**src/rtl/debug_display_mux_if.sv**
```systemverilog
// Probe/button/display bundle for debug_display_mux.
// master drives probes and panel inputs; slave is the mux.
interface debug_display_mux_if #(
  parameter int NUM_CH = 4,
  parameter int DATA_W = 32
);
  localparam int CW = $clog2(NUM_CH);
  localparam int HW = (DATA_W / 16 > 1) ? $clog2(DATA_W / 16) : 1;

  logic [NUM_CH*DATA_W-1:0] probes;
  logic                     btn_next;
  logic                     btn_half;
  logic                     freeze;
  logic                     auto_mode;
  logic [15:0]              displayed_number;
  logic [CW-1:0]            ch_index;
  logic [HW-1:0]            half_index;
  logic                     frozen;

  modport master (
    output probes, btn_next, btn_half, freeze, auto_mode,
    input  displayed_number, ch_index, half_index, frozen
  );

  modport slave (
    input  probes, btn_next, btn_half, freeze, auto_mode,
    output displayed_number, ch_index, half_index, frozen
  );
endinterface

```
**src/rtl/debug_display_mux.sv**
```systemverilog
// Debug probe selector for the 7-seg panel with debounced stepping and freeze.
// Define DBG_AUTOSCROLL_EN to build the auto-scroll stepper.
module debug_display_mux #(
  parameter int NUM_CH          = 4,
  parameter int DATA_W          = 32,
  parameter int DEBOUNCE_CYCLES = 500000,
  parameter int SCROLL_CYCLES   = 100000000
) (
  input logic               clk,
  input logic               reset,
  debug_display_mux_if.slave bus
);
  localparam int CW  = $clog2(NUM_CH);
  localparam int NH  = DATA_W / 16;
  localparam int HW  = (NH > 1) ? $clog2(NH) : 1;
  localparam int DBW = $clog2(DEBOUNCE_CYCLES);

  logic [2:0]     raw;
  logic [2:0]     s1_q, s2_q;
  logic [2:0]     db_q, db_prev_q;
  logic [DBW-1:0] cnt_q [3];
  logic [2:0]     rise, fall;

  logic [CW-1:0]     ch_q, ch_d, ch_nx;
  logic [HW-1:0]     half_q, half_d, half_nx;
  logic              frozen_q, frozen_d;
  logic [DATA_W-1:0] snap_q, snap_d;
  logic [15:0]       disp_q, disp_d;
  logic [DATA_W-1:0] word_live, src;
  logic              next_p, half_p, manual, step;

  // bit 0 next, bit 1 half, bit 2 freeze
  assign raw = {bus.freeze, bus.btn_half, bus.btn_next};

  always_ff @(posedge clk) begin
    if (reset) begin
      s1_q      <= '0;
      s2_q      <= '0;
      db_q      <= '0;
      db_prev_q <= '0;
      for (int i = 0; i < 3; i++) cnt_q[i] <= '0;
    end else begin
      s1_q      <= raw;
      s2_q      <= s1_q;
      db_prev_q <= db_q;
      for (int i = 0; i < 3; i++) begin
        if (s2_q[i] != db_q[i]) begin
          if (cnt_q[i] == DBW'(DEBOUNCE_CYCLES - 1)) begin
            db_q[i]  <= ~db_q[i];
            cnt_q[i] <= '0;
          end else begin
            cnt_q[i] <= cnt_q[i] + 1'b1;
          end
        end else begin
          cnt_q[i] <= '0;
        end
      end
    end
  end

  assign rise   = db_q & ~db_prev_q;
  assign fall   = ~db_q & db_prev_q;
  assign next_p = rise[0] & ~frozen_q;
  assign half_p = rise[1];
  assign manual = next_p | half_p;

`ifdef DBG_AUTOSCROLL_EN
  localparam int SCW = $clog2(SCROLL_CYCLES);
  logic [SCW-1:0] scr_q, scr_d;

  always_comb begin
    scr_d = scr_q + 1'b1;
    step  = 1'b0;
    if (!bus.auto_mode || frozen_q || manual) begin
      scr_d = '0;
    end else if (scr_q == SCW'(SCROLL_CYCLES - 1)) begin
      scr_d = '0;
      step  = 1'b1;
    end
  end

  always_ff @(posedge clk) begin
    if (reset) scr_q <= '0;
    else       scr_q <= scr_d;
  end
`else
  logic unused_auto;
  assign unused_auto = bus.auto_mode;
  assign step        = 1'b0;
`endif

  always_comb begin
    word_live = '0;
    for (int k = 0; k < NUM_CH; k++) begin
      if (ch_q == CW'(k)) word_live = bus.probes[k*DATA_W +: DATA_W];
    end
  end

  assign ch_nx   = (ch_q == CW'(NUM_CH - 1)) ? '0 : ch_q + 1'b1;
  assign half_nx = (half_q == HW'(NH - 1)) ? '0 : half_q + 1'b1;

  always_comb begin
    ch_d   = ch_q;
    half_d = half_q;
    if (next_p) begin
      ch_d   = ch_nx;
      half_d = '0;
    end else if (half_p) begin
      half_d = half_nx;
    end else if (step) begin
      half_d = half_nx;
      if (half_q == HW'(NH - 1)) ch_d = ch_nx;
    end
  end

  always_comb begin
    frozen_d = frozen_q;
    snap_d   = snap_q;
    if (rise[2]) begin
      frozen_d = 1'b1;
      snap_d   = word_live;
    end else if (fall[2]) begin
      frozen_d = 1'b0;
    end
  end

  // Frozen display browses the snapshot, never the live probes
  assign src = frozen_q ? snap_q : word_live;

  always_comb begin
    disp_d = '0;
    for (int j = 0; j < NH; j++) begin
      if (half_q == HW'(j)) disp_d = src[j*16 +: 16];
    end
  end

  always_ff @(posedge clk) begin
    if (reset) begin
      ch_q     <= '0;
      half_q   <= '0;
      frozen_q <= 1'b0;
      snap_q   <= '0;
      disp_q   <= '0;
    end else begin
      ch_q     <= ch_d;
      half_q   <= half_d;
      frozen_q <= frozen_d;
      snap_q   <= snap_d;
      disp_q   <= disp_d;
    end
  end

  assign bus.displayed_number = disp_q;
  assign bus.ch_index         = ch_q;
  assign bus.half_index       = half_q;
  assign bus.frozen           = frozen_q;
endmodule
```
**src/flat_wrapper.sv**
```systemverilog
// flat-port wrapper written by rule: the top's interface ports become plain ports
module debug_display_mux_flat 
#(
  parameter int NUM_CH          = 4,
  parameter int DATA_W          = 32,
  parameter int DEBOUNCE_CYCLES = 500000,
  parameter int SCROLL_CYCLES   = 100000000
)
  (clk, reset, bus_probes, bus_btn_next, bus_btn_half, bus_freeze, bus_auto_mode, bus_displayed_number, bus_ch_index, bus_half_index, bus_frozen);
  debug_display_mux_if #(.NUM_CH(NUM_CH), .DATA_W(DATA_W)) bus_i ();
  input logic clk;
  input logic reset;
  input wire logic [$bits(bus_i.probes)-1:0] bus_probes;
  input wire logic [$bits(bus_i.btn_next)-1:0] bus_btn_next;
  input wire logic [$bits(bus_i.btn_half)-1:0] bus_btn_half;
  input wire logic [$bits(bus_i.freeze)-1:0] bus_freeze;
  input wire logic [$bits(bus_i.auto_mode)-1:0] bus_auto_mode;
  output wire logic [$bits(bus_i.displayed_number)-1:0] bus_displayed_number;
  output wire logic [$bits(bus_i.ch_index)-1:0] bus_ch_index;
  output wire logic [$bits(bus_i.half_index)-1:0] bus_half_index;
  output wire logic [$bits(bus_i.frozen)-1:0] bus_frozen;
  assign bus_i.probes = bus_probes;
  assign bus_i.btn_next = bus_btn_next;
  assign bus_i.btn_half = bus_btn_half;
  assign bus_i.freeze = bus_freeze;
  assign bus_i.auto_mode = bus_auto_mode;
  assign bus_displayed_number = bus_i.displayed_number;
  assign bus_ch_index = bus_i.ch_index;
  assign bus_half_index = bus_i.half_index;
  assign bus_frozen = bus_i.frozen;
  debug_display_mux #(.NUM_CH(NUM_CH), .DATA_W(DATA_W), .DEBOUNCE_CYCLES(DEBOUNCE_CYCLES), .SCROLL_CYCLES(SCROLL_CYCLES)) u_core (.clk(clk), .reset(reset), .bus(bus_i));
endmodule
```
**config.mk**
```make
export PLATFORM = sky130hd
export DESIGN_NAME = debug_display_mux_flat
export DESIGN_NICKNAME = d
export VERILOG_FILES = /design/src/rtl/debug_display_mux_if.sv /design/src/rtl/debug_display_mux.sv /design/src/flat_wrapper.sv
export SDC_FILE = /design/constraint.sdc
export NUM_CORES = 1
export LEC_CHECK = 0
export BUFFER_PORTS_ARGS = -buffer_cell sky130_fd_sc_hd__clkbuf_2
export CAP_MARGIN = 20
export CORE_ASPECT_RATIO = 2
export CORE_MARGIN = 8
export CORE_UTILIZATION = 30
export CTS_CLUSTER_SIZE = 8
export DETAILED_ROUTE_END_ITERATION = 8
export PLACE_DENSITY = 0.53
export SLEW_MARGIN = 40
export SYNTH_ARGS = -nofsm -noshare
export SYNTH_HDL_FRONTEND = slang
export SYNTH_SLANG_ARGS = --single-unit
```
**constraint.sdc**
```tcl
create_clock -name clk -period 2.14 [get_ports clk]
set_input_delay 0.428 -clock clk [delete_from_list [all_inputs] [get_ports clk]]
set_output_delay 0.428 -clock clk [all_outputs]
set_load 0.02 [all_outputs]
```
# Word level (Yosys, flattened, before mapping)
# Memories as Yosys holds them, arrays and structs flattened.
# Index checks and enable logic that the tools add are counted.
# classes
add_sub_neg	5
mul	0
n_div	0
order_cmp	0
n_eq_ne	9
shifts	0
mux	54
n_bitwise	18
reduce_logical	6
# op_table
operator	count
19-bit two-way mux	9
32-bit two-way mux	5
19-bit by 1-bit adder with 19-bit output (second input constant)	3
19-bit equality test (second input constant)	3
1-bit two-way mux	38
16-bit two-way mux	1
1-bit bitwise OR	9
3-bit AND	2
3-bit inverter	2
2-bit AND reduction	3
2-bit equality test (second input constant)	2
1-bit inverter	4
1-bit inequality test	3
2-bit by 1-bit adder with 2-bit output (second input constant)	1
2-bit by 1-bit equality test with 1-bit output (second input constant)	1
2-bit zero test	1
2-bit two-way mux	1
2-bit nonzero test	1
2-bit OR reduction	1
1-bit adder (second input constant)	1
1-bit AND	1
# totals
ff_bits	64
latchBits	0
mem_bits_rw	57
romBits	0
inputBits	134
output_inout_bits	20
word_cells	104
memories	1
# mem_list
name	depth	word_bits	read_ports	rd_ports_with_merged_regs	write_ports	line_no	rtl
u_core.cnt_q	3	19	3	0	3	debug_display_mux.sv:21	logic [DBW-1:0] cnt_q [3];

# Depth between registers and ports, before layout
# An unclocked memory read counts as a cell.
# logic_depth
depth_word	9
ltp_mapped	9
mapped_depth_nobuf	6

# Least setup slack after synthesis
# OpenSTA, ideal clock, no wires.
# synth_timing
path_type	register to register
from	reg u_core.ch_q[0] (netlist: u_core.bus.ch_index[0])
to	reg u_core.disp_q[10] (netlist: u_core.bus.displayed_number[10])
setup_ns	0.138
t_arrival_ns	2.048
t_required_ns	2.002
slack_ns	-0.046
stages_incl_launch_ff	10
n_path_buf	3
synth_period_minus_slack_ns	2.186
cell_sequence	dfxtp_1 -> inv_1 -> ha_1 -> clkbuf_1 -> or2_2 -> clkbuf_1 -> clkbuf_1 -> a221o_1 -> o211ai_1 -> o221ai_1
# synth_via
elab_chain_cells	7
elab_cells_between_ends	10
classes_between	eq/ne (3); mux (6); reduce/logical (1)
# synth_rtl
element	line_no	rtl
from (decl)	debug_display_mux.sv:24	logic [CW-1:0] ch_q, ch_d, ch_nx;
from (signal assigned)	debug_display_mux.sv:145	ch_q <= ch_d;
2-bit zero test	debug_display_mux.sv:95	if (ch_q == CW'(k)) word_live = bus.probes[k*DATA_W +: DATA_W];
32-bit two-way mux (3 in series)	debug_display_mux.sv:95	
32-bit two-way mux *	debug_display_mux.sv:95	
32-bit two-way mux *	debug_display_mux.sv:128	assign src = frozen_q ? snap_q : word_live;
16-bit two-way mux *	debug_display_mux.sv:133	if (half_q == HW'(j)) disp_d = src[j*16 +: 16];
to (signal assigned)	debug_display_mux.sv:149	disp_q <= disp_d;
to (decl)	debug_display_mux.sv:28	logic [15:0] disp_q, disp_d;
# Mark *: on every way between the ends. The rest lies on a longest branch, timed or not.
# A chain may end at the register's enable or synchronous reset.

==> impl_metrics.json <==
{
  "status": "finished clean",
  "num_rows": 77,
  "clk_pin_slew_ps": 50,
  "stdcell_area_sq_um": 8640,
  "worstMarginPinSlew_ps": 760,
  "fmax_mhz": 494,
  "synth_edf_count": 57,
  "portBuffers": 152,
  "drive_above_1_share": 0.240,
  "skew_ps": 8.66,
  "leakage_uw": 0.00331,
  "cts_tree": "built",
  "first_pass_iters": 5,
  "grt_pass1_vias": 5905,
  "synth_top_family_by_area": "compound AO/OA/AOI/OAI gates",
  "crit_required_ps": 2290,
  "cts-htree-levels": 4,
  "slew_headroom": 0.491,
  "power_density_nw_per_um2": 660,
  "place_area_sq_um": 8060,
  "cts_root_buf": "clkbuf_16",
  "async_flop_share": 0,
  "setup_viol": 0,
  "synthXorXnorAreaFrac": 0.0557,
  "cts_buffers": 17,
  "arrival_ps": 2180,
  "synth-simple-area-share": 0.194,
  "whs_ps": 232,
  "gp_congestion": 0.792,
  "start_util": 0.302,
  "ys_seq_area_frac": 0.453,
  "die-area_sq_um": 27300,
  "area_growth_pct": 31.0,
  "wirelength_um": 18700,
  "via_count": 5986,
  "syn_area_sq_um": 6600,
  "grt-busiest-layer": "met2",
  "crit_path_max_fanout": 19,
  "fin_crit_sh": 0.947,
  "hold_path.class": "in -> reg",
  "crit_path_start_kind": "flip-flop",
  "syn_inst": 715,
  "slowest_delay_ps": 520,
  "grt_start_max_net_pins": 47,
  "drv_slew": 0,
  "worstSetupPathType": "reg -> reg",
  "cts_buffer_depth": 2,
  "synth.area.mux_share": 0.00152,
  "grt_pass1_wl_um": 30200,
  "final_common_cell": "clkbuf_2",
  "rsz0062_at_grt": "no",
  "syn_avg_cell_area_sq_um": 9.23,
  "core-area_sq_um": 21900,
  "worst_ir_drop_vdd_mv": 0.511,
  "wl_per_cell_um": 15.4,
  "cp-end-kind": "flip-flop",
  "worstRegToRegCells": 5,
  "ys_ff_latch": 121,
  "met2_usage": 0.197,
  "maxCapViolCount": 0,
  "vias_per_cell": 4.91,
  "cp_cell_sequence": "or4b_1 > or4_4 > o21ai_4 > buf_12 > nor2_1",
  "die_h_um": 226,
  "drt_iter0_drc": 283,
  "ant_nets": 0,
  "finalHoldViolCount": 0,
  "synth_fa_ha_area_frac": 0.0152,
  "cp_slowest_cell": "or4b_1",
  "grt_usage": 0.138,
  "hold_buffers": 0,
  "hpwlAfterDp_um": 13800,
  "antenna_found_initial": 0,
  "synth_compound_area_frac": 0.232,
  "insertion_delay_ps": 410,
  "io_pins": 154,
  "ys_types": 50,
  "ys.flop_type": "dfxtp_1",
  "final_cell_mix": "152 x clkbuf_2, 76 x nor2_1, 63 x dfxtp_1, 57 x edfxtp_1, 57 x conb_1",
  "drc": 0,
  "die_x_um": 121,
  "globalRouteOverflowTotal": 0,
  "cts.sinks": 121,
  "synth_warnings": 0,
  "nNetsFinal": 1073,
  "use_met3": 0.0503,
  "min_period_ps": 2030,
  "min_path_cells": 2,
  "final_util": 0.395,
  "antenna_cells": 0,
  "met1_usage": 0.188
}
[state kept, by name, indices dropped and copies added (netlist names)]
signal                       cells
u_core.db_q                      3
u_core.bus.ch_index              2
u_core.s1_q                      3
u_core.bus.frozen                1
u_core.bus.half_index            1
u_core.snap_q                   32
u_core.cnt_q                    57
u_core.bus.displayed_number     16
u_core.db_prev_q                 3
u_core.s2_q                      3
[routing by layer]
metal | up-vias | share of wire
li1 | 3057 | -
met1 | 2699 | 0.49
met2 | 222 | 0.41
met3 | 8 | 0.094
met4 | 0 | 0.0096
met5 | - | 0
[area by class of cell]
cell class,instances,area (sq um)
Clock buffer,26,542
Inverter,36,135
Fill cell,2216,13200
Tap cell,276,345
Clock inverter,6,33.8
Multi-Input combinational cell,569,3530
Sequential cell,121,2990
Timing Repair Buffer,186,1070
[worst paths after layout]
path	start	endpoint	slack [ps]
setup / recovery	u_core.cnt_q[2][7]	u_core.cnt_q[2][6]	110
setup reg to reg	u_core.cnt_q[2][7]	u_core.cnt_q[2][6]	110
hold reg to reg	u_core.s1_q[0]	u_core.s2_q[0]	440
hold / removal	bus_freeze	u_core.s1_q[2]	230
[cell usage after synthesis (15+ instances only)]
cell type	count	area share
o2111ai_1	15	0.020
a21o_1	16	0.018
xnor2_1	30	0.040
a221o_1	31	0.047
a22oi_1	16	0.018
clkbuf_1	41	0.023
nand3_1	16	0.012
a21oi_1	47	0.036
nor2_1	76	0.043
o211ai_1	16	0.018
inv_1	36	0.020
o221ai_1	16	0.021
edfxtp_1	57	0.26
dfxtp_1	64	0.19
nand2b_1	33	0.031
o21ai_0	30	0.023
a211oi_1	16	0.018
nand2_1	40	0.023
[cells by family after synthesis]
family	after synthesis
and+or+nand+nor	248
AOI/OAI and AO/OA	212
DFF	121
buffers and inverters	82
xor gates and xnor gates	42
adders and majority gates	8
other	1
muxes	1
[where the power goes]
group / switching [uW] / leakage [uW] / internal, uW
Clock: 1000 / 0.000287 / 1740
Sequential: 59.3 / 0.00111 / 2490
Combinational: 213 / 0.00192 / 206
Total: 1270 / 0.00331 / 4430
[worst max-delay path, delay by kind of cell, from the launching register on]
family | cells | cell delay (ps)
simple gates | 3 | 1040
flops | 1 | 380
compound gates | 1 | 190
buf+inv | 1 | 170
[metrics by stage]
stage | TNS, ps | std cells | setup slack (ps) | total power [uW]
detailed placement | 0 | 1187 | 107 | 3020
global route | 0 | 1220 | 2.50 | 5940
finish | 0 | 1220 | 114 | 5710
global placement | -2660 | 1187 | -170 | 3010
floorplan | 0 | 771 | 48.8 | 2790
CTS | 0 | 1219 | 89.1 | 5790
[timing repair]
action,4_1_cts,5_1_grt
endpoints found under the setup margin,0,10
gates resized for setup,0,1
setup buffers,0,0
endpoints found under the hold margin,0,0
Power figures use the tool's default switching activity.
